==> config.mk <==
export PLATFORM = sky130hd
export DESIGN_NAME = adder_seq_ctrl
export DESIGN_NICKNAME = d
export VERILOG_FILES = /design/src/rtl/adder_seq_ctrl_pkg.sv /design/src/rtl/adder_seq_ctrl_add_slice.sv /design/src/rtl/adder_seq_ctrl.sv
export SDC_FILE = /design/constraint.sdc
export NUM_CORES = 1
export LEC_CHECK = 0
export ABC_CLOCK_PERIOD_IN_PS = 3700
export CORE_MARGIN = 2
export CORE_UTILIZATION = 52
export CTS_CLUSTER_DIAMETER = 40
export CTS_CLUSTER_SIZE = 40
export DETAILED_ROUTE_END_ITERATION = 12
export GPL_TIMING_DRIVEN = 0
export PLACE_DENSITY = 0.8
export SLEW_MARGIN = 25
export SYNTH_ARGS = -nofsm -noshare
export SYNTH_HDL_FRONTEND = slang
export SYNTH_HIERARCHICAL = 1
export SYNTH_SLANG_ARGS = --single-unit
==> constraint.sdc <==
create_clock -name clk -period 3.7 [get_ports clk]
set_clock_uncertainty 0.05 [all_clocks]
set_input_delay 0.555 -clock clk [delete_from_list [all_inputs] [get_ports clk]]
set_output_delay 0.555 -clock clk [all_outputs]
set_load 0.1 [all_outputs]
==> src/rtl/adder_seq_ctrl_pkg.sv <==
// Shared types and elaboration helpers for the bit-serial-by-slice adder sequencer.
package adder_seq_ctrl_pkg;

    typedef enum logic [1:0] {
        ST_IDLE = 2'b00,
        ST_RUN  = 2'b01,
        ST_DONE = 2'b10
    } state_t;

    // Slice index width; at least one bit so a single-slice build still has a register.
    function automatic int idx_width(input int nslice);
        return (nslice > 1) ? $clog2(nslice) : 1;
    endfunction

endpackage

==> src/rtl/adder_seq_ctrl_add_slice.sv <==
// One SLICE-bit ripple-carry chain of full-adder cells; also exposes the carry into its top bit.
module add_slice #(
    parameter int SLICE = 4
) (
    input  logic [SLICE-1:0] x,
    input  logic [SLICE-1:0] y,
    input  logic             ci,
    output logic [SLICE-1:0] s,
    output logic             co,
    output logic             c_msb
);

    logic [SLICE:0] c;

    assign c[0] = ci;

    for (genvar i = 0; i < SLICE; i++) begin : g_fa
        assign s[i]   = x[i] ^ y[i] ^ c[i];
        assign c[i+1] = (x[i] & y[i]) | (c[i] & (x[i] ^ y[i]));
    end

    assign co    = c[SLICE];
    assign c_msb = c[SLICE-1];

endmodule

==> src/rtl/adder_seq_ctrl.sv <==
// Multi-cycle add/subtract sequencer: one SLICE-bit chunk per cycle, LSB first,
// with valid/ready handshakes on operand and result sides.
module adder_seq_ctrl
    import adder_seq_ctrl_pkg::*;
#(
    parameter int WIDTH = 32,
    parameter int SLICE = 4
) (
    input  logic             clk,
    input  logic             rst_n,
    input  logic             in_valid,
    output logic             in_ready,
    input  logic [WIDTH-1:0] a,
    input  logic [WIDTH-1:0] b,
    input  logic             cin,
    input  logic             sub,
    output logic             out_valid,
    input  logic             out_ready,
    output logic [WIDTH-1:0] sum,
    output logic             cout,
    output logic             ovf,
    output logic             zero,
    output logic             busy
);

    localparam int NSLICE = WIDTH / SLICE;
    localparam int IW     = idx_width(NSLICE);
    localparam logic [IW-1:0] LAST_IDX = IW'(NSLICE - 1);

    if (SLICE < 1 || (WIDTH % SLICE) != 0) begin : g_bad_params
        $error("adder_seq_ctrl: WIDTH must be a positive multiple of SLICE");
    end

    state_t           state;
    logic [WIDTH-1:0] op_a;
    logic [WIDTH-1:0] op_b;
    logic             carry;
    logic [IW-1:0]    idx;

    logic [SLICE-1:0] slice_s;
    logic             slice_co;
    logic             slice_c_msb;
    logic [WIDTH-1:0] sum_next;

    // Operands shift right each RUN cycle, so the active slice is always the low bits.
    add_slice #(.SLICE(SLICE)) u_slice (
        .x     (op_a[SLICE-1:0]),
        .y     (op_b[SLICE-1:0]),
        .ci    (carry),
        .s     (slice_s),
        .co    (slice_co),
        .c_msb (slice_c_msb)
    );

    // NOTE: every variable assigned in always_comb gets a full default first, so no latch is inferred.
    always_comb begin
        sum_next = sum;
        sum_next[idx*SLICE +: SLICE] = slice_s;
    end

    assign in_ready  = (state == ST_IDLE);
    assign out_valid = (state == ST_DONE);
    assign busy      = (state != ST_IDLE);

    // NOTE: sequential state uses non-blocking assignments so all registers update from pre-edge values.
    always_ff @(posedge clk or negedge rst_n) begin
        if (!rst_n) begin
            state <= ST_IDLE;
            op_a  <= '0;
            op_b  <= '0;
            carry <= 1'b0;
            idx   <= '0;
            sum   <= '0;
            cout  <= 1'b0;
            ovf   <= 1'b0;
            zero  <= 1'b0;
        end else begin
            case (state)
                ST_IDLE: begin
                    if (in_valid) begin
                        op_a  <= a;
                        op_b  <= b ^ {WIDTH{sub}};
                        carry <= sub | cin;
                        idx   <= '0;
                        state <= ST_RUN;
                    end
                end
                ST_RUN: begin
                    sum[idx*SLICE +: SLICE] <= slice_s;
                    carry <= slice_co;
                    op_a  <= op_a >> SLICE;
                    op_b  <= op_b >> SLICE;
                    if (idx == LAST_IDX) begin
                        // idx parks on the last slice; only an accept or reset rewinds it.
                        cout  <= slice_co;
                        ovf   <= slice_co ^ slice_c_msb;
                        zero  <= (sum_next == '0);
                        state <= ST_DONE;
                    end else begin
                        idx <= idx + 1'b1;
                    end
                end
                ST_DONE: begin
                    if (out_ready) begin
                        state <= ST_IDLE;
                    end
                end
                default: state <= ST_IDLE;
            endcase
        end
    end

endmodule

---- Word level (Yosys, flattened, before mapping) ----
Cells that the tools add are included.
storage, ports and cells
  register bits ........................... 105
  input port bits ......................... 70
  output and inout port bits .............. 38
  logic and storage cells ................. 65
cells by class
  $add $sub $neg .......................... 2
  equal/unequal tests ..................... 7
  shifts and indexed selects .............. 2
  muxes and demuxes ....................... 14
  bitwise logic cells ..................... 23
  reductions and logical operators ........ 8
operators by type and width
  cell                     number
  $pmux 32 s2              2
  $mux 32                  2
  $neg 5->34               1
  $shift 4x34->32 const A  1
  $shiftx 4x34->32         1
  $bwmux 32                1
  $logic_not 32->1         1
  $xor 32x32->32           1
  $xor 1x1->1              9
  $and 1x1->1              8
  $mux 2                   3
  $mux 3                   2
  $ne 2x2->1 const B       3
  $pmux 2 s3               1
  $pmux 3 s2               1
  $reduce_and 3->1         2
  $or 1x1->1               5
  $reduce_and 2->1         2
  $reduce_bool 2->1        2
  $add 3x1->3 const B      1
  $eq 3x3->1 const B       1
  $eq 2x1->1 const B       1
  $eq 2x2->1 const B       1
  $logic_not 2->1          1
  other kinds (3)          3

---- Depth between registers and ports, before layout ----
Gate-level depths: netlist (run 1).
  depth after elaboration ................. 11
  gate-level depth with buffers ........... 11
  gate-level depth less buffers ........... 11

---- Cells and area by module ----
Netlist (run 1), hierarchy kept.
by module, submodules not included
  module          instances  cells an instance  area an instance (um^2)  seq. area each (um^2)
  adder_seq_ctrl  1          540                5,436.5                  2,627.5
  add_slice       1          12                 110.1                    0.0

---- Worst setup path after synthesis (run 1) ----
Ideal clock, no wire load.
  path kind ............................... reg-to-reg
  start point ............................. register op_b[0]
  end point ............................... register zero
  setup time .............................. 0.095 ns
  arrival ................................. 3.152 ns
  required time ........................... 3.555 ns
  path slack .............................. 0.403 ns
  cell stages (with the launch flop) ...... 12
  buffers on the path ..................... 0
  clock period less this slack ............ 3.297 ns
  path through ............................ dfrtp_1 > fa_1 > inv_1 > fa_1 > fa_1 > inv_1 > fa_1 > nor4_1 > or4b_2 > o211ai_1 > or4_1 > o31ai_1
between the ends
  longest elaborated chain between the ends .. 11
  elaborated cells on any way between the ends .. 15
  those cells by class .................... 1 x shift; 1 x mux; 12 x bitwise; 1 x reduce/logical
ends and longest elaborated chain
  item                      RTL line                        source
  start: declaration        adder_seq_ctrl.sv:36            logic [WIDTH-1:0] op_b;
  start signal: assignment  adder_seq_ctrl.sv:82            op_b <= b ^ {WIDTH{sub}};
  start signal: assignment  adder_seq_ctrl.sv:92            op_b <= op_b >> SLICE;
  $xor 1x1->1               adder_seq_ctrl_add_slice.sv:19  assign c[i+1] = (x[i] & y[i]) | (c[i] & (x[i] ^ y[i]));
  $and 1x1->1               adder_seq_ctrl_add_slice.sv:19
  $or 1x1->1 (*)            adder_seq_ctrl_add_slice.sv:19
  $and 1x1->1 (*)           adder_seq_ctrl_add_slice.sv:19
  $or 1x1->1 (*)            adder_seq_ctrl_add_slice.sv:19
  $and 1x1->1 (*)           adder_seq_ctrl_add_slice.sv:19
  $or 1x1->1 (*)            adder_seq_ctrl_add_slice.sv:19
  named net slice_c_msb     adder_seq_ctrl.sv:42            logic slice_c_msb;
  $xor 1x1->1 (*)           adder_seq_ctrl_add_slice.sv:18  assign s[i] = x[i] ^ y[i] ^ c[i];
  named net slice_s[3]      adder_seq_ctrl.sv:40            logic [SLICE-1:0] slice_s;
  $shiftx 4x34->32 (*)      adder_seq_ctrl.sv:58            sum_next[idx*SLICE +: SLICE] = slice_s;
  $bwmux 32 (*)             adder_seq_ctrl.sv:58
  $logic_not 32->1 (*)      adder_seq_ctrl.sv:97            zero <= (sum_next == '0);
  end signal: assignment    adder_seq_ctrl.sv:97
  end: declaration          adder_seq_ctrl.sv:22            output logic zero,
Mark *: on every way through the listed nets, which the timed path passes. The rest lies on a longest branch.
A chain may end at the register's enable or synchronous reset.

---- Worst setup path after layout (run 1) ----
Same ends and word-level chain as after synthesis.

==> results of run 1 <==
==> cell type report <==
type | instances | area (sq um) | share of cell area, %
Sequential cell | 105 | 2630 | 37.4
Clock buffer | 11 | 141 | 2.01
Tap cell | 136 | 170 | 2.42
Clock inverter | 5 | 47.5 | 0.676
Multi-Input combinational cell | 390 | 2720 | 38.7
Buffer | 38 | 150 | 2.13
Inverter | 19 | 71.3 | 1.01
Timing Repair Buffer | 109 | 1100 | 15.7
==> power breakdown <==
group	switching, W	internal [W]	leakage (nW)
registers	0.000347	0.00160	1.38
logic	0.00259	0.00128	1.66
clock network	0.000408	0.000276	0.0936
==> synthesized netlist by cell type, drive strengths merged (3+ instances only) <==
master / number
dfrtp: 105
o21ai: 77
a22oi: 57
nand2: 57
mux2i: 36
clkbuf: 34
xor2: 30
mux2: 26
nor2: 24
inv: 19
ha: 8
nand2b: 8
nor2b: 7
a21oi: 5
nand3: 5
nor4: 5
o31ai: 5
buf: 4
fa: 4
nor3: 4
and3: 3
or2: 3
xnor2: 3
==> sequential cells by signal (all words and copies together), names as in the netlist <==
signal	count
carry	1
ovf	1
op_b	32
sum	32
idx	3
cout	1
zero	1
op_a	32
state	2
==> metrics by stage <==
stage	power, W	util (%)	setup slack, ns	std cells	TNS [ns]
global placement	0.00553	65.7	-1.82	794	-190.04
floorplan	0.00465	-	0.403	552	0
detailed placement	0.00567	65.9	0.0313	795	0
CTS	0.00638	67.8	0.0391	811	0
finish	0.00649	68.1	0.128	813	0
global route	0.00691	68.1	0.00414	813	0
==> layout by cell type (no fill, tap or decap), types with 2 or more instances in the layout <==
cell type        count
ha_1                 8
fa_1                 3
xor2_1              30
mux2i_1             36
buf_1                3
a22oi_1             57
and3_1               3
dfrtp_1            104
inv_8                2
xnor2_1              3
a31oi_1              2
nand4_1              2
a21oi_1              5
o31ai_1              4
nand3_1              5
nor4_1               4
clkbuf_8            10
clkdlybuf4s50_1    105
buf_6                2
clkinv_4             2
mux2_2              26
or4_1                2
buf_4                2
nand2b_1             8
nor3_1               4
a211oi_1             2
nor4bb_1             2
inv_1               19
o21ai_0             77
clkbuf_1            35
nor2b_1              7
nand2_1             57
or2_2                3
nor2_1              23
==> worst max-delay path: stages, from the launching register on <==
cell and delay [ns]:
dfrtp_2 0.42, fa_1 0.18, inv_1 0.05, fa_1 0.38, fa_1 0.36, inv_1 0.11
fa_2 0.51, nor4_4 0.30, or4b_2 0.17, o211ai_1 0.10, or4_1 0.59, o31ai_2 0.25
==> final timing paths <==
path | start | to | slack (ns) | depth (start not counted)
hold reg to reg | op_a[9]$_DFFE_PN0P_ | op_a[9]$_DFFE_PN0P_ | 0.44 | 2
setup reg to reg | op_b[0]$_DFFE_PN0P_ | zero$_DFFE_PN0P_ | 0.13 | 11
min in group clk | op_a[9]$_DFFE_PN0P_ | op_a[9]$_DFFE_PN0P_ | 0.44 | 2
hold / removal | rst_n | sum[10]$_DFFE_PN0P_ | 0.03 | 1
setup / recovery | op_b[0]$_DFFE_PN0P_ | zero$_DFFE_PN0P_ | 0.13 | 11
max in group asynchronous | rst_n | op_b[18]$_DFFE_PN0P_ | 2.93 | 2
==> timing repair <==
item                       in CTS  in global routing
resized for setup               1                  4
setup endpoints to repair       1                  1
pin swaps                       0                  1
setup buffers                   0                  2
==> logic make-up (layout without fill, tap and decap cells) <==
logic type / Yosys count / count (layout) / synth area share [%]
xor+xnor: 33 / 33 / 5.21
buf+inv: 57 / 182 / 3.99
simple gates: 128 / 128 / 11.1
mux: 62 / 62 / 11.8
flops: 105 / 105 / 47.4
fa+ha+maj: 12 / 12 / 3.25
compound gates: 155 / 155 / 17.3
==> layer usage <==
layer / track usage, % / wire (um) / vias to the layer above
met1: 33.0 / 5920 / 2288
met4: 8.35 / 259 / 0
li1: - / - / 2198
met5: 0 / 0 / -
met2: 42.4 / 6910 / 153
met3: 4.12 / 636 / 23
==> impl_metrics.csv, run 1 <==
group,metric,value,unit
run_status,outcome,"complete, no violations",
logic_synthesis,synth_area_leader_cell,"dfrtp_1",
setup_path,cp-end-kind,"flip-flop",
cts,clockBufferDepth,2,
finish,fill_cells,851,
logic_synthesis,avgSynthCellArea,10.0,sq um
grt,grt_overflow,0,
setup_path,cp.required,3.93,ns
cts,cts_tree,"done",
cts,cts-root-buf,"clkbuf_8",
floorplan,start_util,53.7,%
logic_synthesis,yosys.area.top_type_share,47.4,%
timing,hold_viol,0,
logic_synthesis,yosysUniqueCellTypes,43,
floorplan,die_area,11500,sq um
routing,dr.first_iter.drc_count,283,
timing,fmax,280,MHz
logic_synthesis,synth_nets,634,
finish,nets,754,
place,io_buffers,106,
cts,clk_latency,0.37,ns
finish,design_area,7030,sq um
floorplan,pin_count,108,
floorplan,core_area,10300,sq um
power_and_ir_drop,leakage,3.13,nW
timing,fin_crit_sh,96.5,%
floorplan,rows,37,
routing,viasPerCell,5.73,
routing,num_vias,4662,
floorplan,die_h,107,um
timing,min_period,3.57,ns
logic_synthesis,ys.flop_type,"dfrtp_1",
logic_synthesis,synth.area.top_cells,"dfrtp_1 (47%), a22oi_1 (7.7%), o21ai_0 (6.9%)",
routing,wl_per_cell,16.9,um
timing,maxSlewViolCount,0,
place,placedInstanceArea,6810,sq um
routing,finalWirelength,13700,um
finish,drive_gt1_share,8.27,%
finish,areaGrowthSynthToFinish,26.8,%
grt,grt_usage,25.1,%
cts,cts_buffers,9,
logic_synthesis,yosysSeqAreaShare,47.4,%
cts,hold_buffers,0,
grt,grt_pass1_wl,22900,um
logic_synthesis,synth-edff-count,0,
routing,drc,0,
grt,grt_pass1_vias,4749,
power_and_ir_drop,ir_drop,0.593,mV
power_and_ir_drop,power.density,923,nW/um^2
logic_synthesis,yosys_warnings,6,
logic_synthesis,synth_seq_cells,105,
logic_synthesis,syn-cell-area,5550,sq um
grt,antenna_found_initial,0,
place,hpwl,10400,um
place,gp_congestion,0.837,
timing,setup_viol,0,
cts,clk_pin_slew,0.10,ns
hold_path,min_path_type,"in2async",
setup_path,critPathMaxFanout,4,
timing,worst_pin_slew,0.976,ns
setup_path,start_kind,"flip-flop",
floorplan,die_x,107,um
cts,htree_levels,3,
logic_synthesis,syn_inst,552,
timing,hold_ws,0.0343,ns
routing,first_pass_iters,5,
cts,clkSinkCount,105,
routing,ant_nets,0,
finish,diodes,0,
setup_path,setup.worst_path.class,"reg2reg",
timing,rsz0062_at_grt,"false",
grt,grt_max_degree,64,
setup_path,worstPathArrival,3.81,ns
logic_synthesis,async_flop_share,100,%
job,maxCapViolCount,0,
timing,max_slew_margin,34.7,%
Note: power is estimated with default switching activity, not from simulation.
==> run 2: changes to the inputs <==
Settings changed: PLACE_DENSITY 0.8 to 0.84.
==> impl_metrics.csv, run 2 (synthesis results as in run 1) <==
group,metric,value,unit
grt,grt_pass1_wl,22700,um
finish,reg_top3,"op_a: 32 flops, op_b: 32 flops, sum: 32 flops",
floorplan,pin_count,108,
floorplan,start_util,53.7,%
finish,areaGrowthSynthToFinish,26.4,%
grt,grt_pass1_vias,4812,
routing,viasPerCell,5.83,
finish,multi_input_area,2700,sq um
power_and_ir_drop,pwr-share-comb,58.5,%
timing,worst_slack,0.189,ns
place,io_buffers,106,
finish,nets,752,
cts,clockBufferDepth,2,
place,pre_cts_ws,0.0137,ns
timing,setup_viol,0,
grt,grt_usage,24.7,%
setup_path,critPathMaxFanout,6,
timing,fmax,285,MHz
power_and_ir_drop,swShare,51.9,%
floorplan,rows,37,
timing,rsz0062_at_grt,"false",
power_and_ir_drop,power.density,914,nW/um^2
cts,cts_buffers,9,
power_and_ir_drop,ir_drop,0.675,mV
floorplan,core_area,10300,sq um
setup_path,cp-end-kind,"flip-flop",
finish,mostFrequentLayoutCells,"clkdlybuf4s50_1 (105), dfrtp_1 (104), o21ai_0 (77)",
cts,clkSinkCount,105,
cts,clk_pin_slew,0.11,ns
setup_path,cp-endpoint,"zero$_DFFE_PN0P_",
setup_path,ff2ff_path_depth,11,
routing,finalWirelength,13400,um
timing,worst_pin_slew,0.980,ns
setup_path,cp_cell_sequence,"fa_1 > inv_1 > fa_1 > fa_1 > inv_1 > fa_1 > nor4_2 > or4b_2 > o211ai_1 > or4_1 > o31ai_1",
setup_path,cp.required,3.94,ns
power_and_ir_drop,leakage,3.12,nW
run_status,outcome,"complete, no violations",
setup_path,cpMostUsedCell,"fa_1",
setup_path,setup.worst_path.class,"reg2reg",
finish,drive_gt1_share,7.85,%
timing,fin_crit_sh,94.9,%
timing,min_period,3.51,ns
routing,wl_per_cell,16.5,um
power_and_ir_drop,switchingPower,0.00332,W
power_and_ir_drop,p_int,0.00308,W
setup_path,r2r_start,"op_b[0]$_DFFE_PN0P_",
setup_path,start_kind,"flip-flop",
setup_path,reg2reg_to,"zero$_DFFE_PN0P_",
routing,drc,0,
cts,clk_latency,0.38,ns
place,hpwl,10200,um
timing,maxSlewViolCount,0,
job,maxCapViolCount,0,
finish,diodes,0,
grt,grt_max_degree,70,
routing,dr.first_iter.drc_count,287,
cts,cts-root-buf,"clkbuf_8",
place,gp_congestion,0.864,
finish,fill_cells,778,
setup_path,reg2reg_slack,0.19,ns
floorplan,die_x,107,um
cts,htree_levels,3,
finish,layout_commonest_cell,"clkdlybuf4s50_1",
floorplan,die_h,107,um
routing,num_vias,4730,
floorplan,die_area,11500,sq um
power_and_ir_drop,seqPwrFrac,30.3,%
setup_path,setup.worst_path.start,"op_b[0]$_DFFE_PN0P_",
grt,grt_overflow,0,
grt,antenna_found_initial,0,
setup_path,crit_path_max_incr_delay,0.55,ns
finish,fin_util,67.9,%
cts,cts_tree,"done",
power_and_ir_drop,power,0.00641,W
timing,hold_viol,0,
timing,max_slew_margin,34.5,%
routing,first_pass_iters,5,
routing,ant_nets,0,
setup_path,worstPathArrival,3.75,ns
power_and_ir_drop,clkPwrFrac,11.1,%
setup_path,crit_slowest_cell,"or4_1",
finish,regArea,2630,sq um
hold_path,min_path_type,"in2async",
run 2: critical path, delay by kind of cell (launching register included):
family | cells | cell delay, ns
compound gates | 2 | 0.34
fa+ha+maj | 4 | 1.46
buf+inv | 2 | 0.17
flops | 1 | 0.42
simple gates | 3 | 0.99
run 2: power groups by stage:
| stage | registers (W) | clock network, W | logic, W |
|---|---|---|---|
| global route | 0.00200 | 0.000763 | 0.00405 |
| floorplan | 0.00281 | 0 | 0.00184 |
| finish | 0.00194 | 0.000713 | 0.00375 |
| global placement | 0.00193 | 0 | 0.00358 |
| CTS | 0.00194 | 0.000721 | 0.00373 |
| detailed placement | 0.00196 | 0 | 0.00371 |
run 2: timing repair:
action,CTS,global route
setup buffers,0,0
setup endpoints to repair,1,1
hold buffers,0,0
pin swaps,0,1
resized for setup,1,1
run 2: worst min path at each step:
stage                          from                    to  slack [ns]  cells after the start
6_report                      rst_n   sum[10]$_DFFE_PN0P_       0.007                      1
5_1_grt                       rst_n   sum[10]$_DFFE_PN0P_        0.03                      1
4_1_cts                       rst_n   sum[10]$_DFFE_PN0P_       0.009                      1
3_5_place_dp                  rst_n   sum[10]$_DFFE_PN0P_        0.42                      1
3_3_place_gp   op_a[11]$_DFFE_PN0P_  op_a[11]$_DFFE_PN0P_        0.41                      2
2_1_floorplan                 rst_n     carry$_DFFE_PN0P_        0.21                      0
run 2: cell type report:
class                           count  area share (%)
Buffer                             38            2.14
Clock buffer                        9            1.77
Clock inverter                      7            1.04
Inverter                           19            1.02
Multi-Input combinational cell    390            38.6
Sequential cell                   105            37.5
Tap cell                          136            2.43
Timing Repair Buffer              107            15.5
run 2: routing by layer:
| metal | wire [um] | track usage, % | vias to the layer above | part of all wire (%) |
|---|---|---|---|---|
| met5 | 0 | 0 | - | 0 |
| met4 | 245 | 9.18 | 0 | 1.8 |
| met3 | 697 | 2.97 | 20 | 5.2 |
| met2 | 6840 | 42.5 | 182 | 51 |
| met1 | 5600 | 32.2 | 2324 | 42 |
| li1 | - | - | 2204 | - |
run 2: metrics by stage:
step / hold WS, ns / setup TNS (ns) / cell area (sq um) / std cells
4_1_cts: 0.00917 / 0 / 7010 / 811
2_1_floorplan: 0.209 / 0 / 5550 / 552
5_1_grt: 0.0270 / 0 / 7010 / 811
6_report: 0.00735 / 0 / 7010 / 811
3_5_place_dp: 0.422 / 0 / 6810 / 795
3_3_place_gp: 0.412 / -187.36 / 6780 / 794
==> run 3: changes to the inputs <==
Settings changed: CORE_UTILIZATION 52 to 45, PLACE_DENSITY 0.84 to 0.75.
==> impl_metrics.csv, run 3 (synthesis results as in run 1) <==
group,metric,value,unit
run_status,outcome,"complete, no violations",
setup_path,crit_slowest_cell,"or4_1",
setup_path,cpMostUsedCell,"fa_1",
power_and_ir_drop,ir_drop,0.443,mV
floorplan,die_x,115,um
finish,mostFrequentLayoutCells,"clkdlybuf4s50_1 (105), dfrtp_1 (104), o21ai_0 (77)",
finish,drive_gt1_share,7.85,%
routing,finalWirelength,13400,um
finish,design_area,7140,sq um
cts,clockBufferDepth,2,
place,placedInstanceArea,6820,sq um
cts,clk_latency,0.34,ns
timing,min_period,3.54,ns
hold_path,min_path_type,"in2async",
routing,wl_per_cell,16.3,um
timing,rsz0062_at_grt,"false",
timing,fmax,283,MHz
routing,num_vias,4608,
grt,grt_pass1_wl,22800,um
power_and_ir_drop,swShare,49.5,%
timing,fin_crit_sh,95.7,%
routing,drc,0,
cts,htree_levels,3,
setup_path,worstPathArrival,3.73,ns
floorplan,die_area,13200,sq um
grt,grt_max_degree,78,
timing,hold_ws,0.0285,ns
grt,grt_usage,21.5,%
routing,viasPerCell,5.61,
place,gp_congestion,0.859,
finish,diodes,0,
cts,cts_tree,"done",
grt,antenna_found_initial,0,
timing,worst_pin_slew,1.01,ns
timing,hold_viol,0,
setup_path,cp-end-kind,"flip-flop",
cts,cts_buffers,9,
finish,layout_commonest_cell,"clkdlybuf4s50_1",
finish,nets,752,
setup_path,cp_cell_sequence,"fa_1 > inv_1 > fa_1 > fa_1 > inv_1 > fa_2 > nor4_4 > or4b_2 > o211ai_1 > or4_1 > o31ai_1",
finish,reg_top3,"op_a: 32 flops, op_b: 32 flops, sum: 32 flops",
power_and_ir_drop,pwr-share-comb,56.6,%
floorplan,pin_count,108,
setup_path,start_kind,"flip-flop",
setup_path,crit_path_max_incr_delay,0.55,ns
setup_path,setup.worst_path.class,"reg2reg",
power_and_ir_drop,seqPwrFrac,29.1,%
power_and_ir_drop,leakage,3.17,nW
grt,grt_overflow,0,
job,maxCapViolCount,0,
power_and_ir_drop,power.density,934,nW/um^2
floorplan,rows,40,
cts,cts-root-buf,"clkbuf_16",
setup_path,path_depth,11,
finish,areaGrowthSynthToFinish,28.7,%
timing,maxSlewViolCount,0,
cts,clk_pin_slew,0.07,ns
routing,ant_nets,0,
setup_path,cp.buffers_inverters,2,
grt,grt_pass1_vias,4730,
power_and_ir_drop,clkPwrFrac,14.3,%
floorplan,core_area,12000,sq um
power_and_ir_drop,switchingPower,0.00330,W
cts,hold_buffers,0,
setup_path,ff2ff_path_depth,11,
place,hpwl,10200,um
setup_path,critPathMaxFanout,6,
floorplan,start_util,46.2,%
routing,dr.first_iter.drc_count,389,
power_and_ir_drop,p_int,0.00337,W
floorplan,die_h,115,um
timing,max_slew_margin,31.7,%
place,io_buffers,106,
setup_path,path_delay_family,"adder cells",
cts,clkSinkCount,105,
timing,setup_viol,0,
routing,first_pass_iters,5,
setup_path,cp.required,3.90,ns
## run 3: per-stage QoR
| stage | std cells | total power (W) | setup slack (ns) | TNS (ns) | util (%) |
|---|---|---|---|---|---|
| after floorplan | 552 | 0.00465 | 0.403 | 0 | - |
| after global placement | 805 | 0.00554 | -1.80 | -187.93 | 56.5 |
| after detailed placement | 806 | 0.00567 | 0.00953 | 0 | 56.8 |
| after CTS | 822 | 0.00664 | 0.0606 | 0 | 59.3 |
| after global routing | 822 | 0.00711 | 0.00784 | 0 | 59.4 |
| final | 822 | 0.00666 | 0.161 | 0 | 59.4 |
## run 3: repair_timing
item                                    CTS  global route
endpoints found under the setup margin    1             1
gates resized for setup                   1             5
gates cloned                              0             0
setup buffers                             0             0
## run 3: final cells by class
class	instances	area, sq um
well taps	147	184
clock inverters	5	63.8
flip-flops and latches	105	2630
fillers	1026	4870
repair buffers	107	1090
multi-input cells	390	2720
plain buffers	38	151
clock buffers	11	233
inverters	19	71.3
## run 3: layer usage
metal | up-vias | track usage, % | share of wire, %
li1 | 2203 | - | -
met1 | 2217 | 28.8 | 44
met2 | 160 | 35.8 | 48
met3 | 28 | 3.16 | 5.3
met4 | 0 | 7.47 | 2.2
met5 | - | 0 | 0
## run 3: power by group through the flow
stage	registers [W]	logic [W]	clock network (W)
floorplan	0.00281	0.00184	0
global placement	0.00194	0.00360	0
detailed placement	0.00196	0.00371	0
CTS	0.00194	0.00373	0.000971
global route	0.00200	0.00409	0.00102
finish	0.00194	0.00377	0.000950
## run 3: path summary, 6_finish.rpt
kind	start	slack, ns	to
worst min-delay path	rst_n	0.03	sum[8]$_DFFE_PN0P_
worst max register to register	op_b[0]$_DFFE_PN0P_	0.16	zero$_DFFE_PN0P_
worst min register to register	op_a[20]$_DFFE_PN0P_	0.43	op_a[20]$_DFFE_PN0P_
min in group clk	op_a[20]$_DFFE_PN0P_	0.43	op_a[20]$_DFFE_PN0P_
worst max-delay path	op_b[0]$_DFFE_PN0P_	0.16	zero$_DFFE_PN0P_
max in group asynchronous	rst_n	2.92	op_b[12]$_DFFE_PN0P_
## run 3: worst register-to-register path, delay by kind of cell, from the launching register on
family / cells / cell delay, ns
AOI/OAI and AO/OA: 2 / 0.34
DFF: 1 / 0.41
adders and majority gates: 4 / 1.46
buffers and inverters: 2 / 0.17
and+or+nand+nor: 3 / 1.02
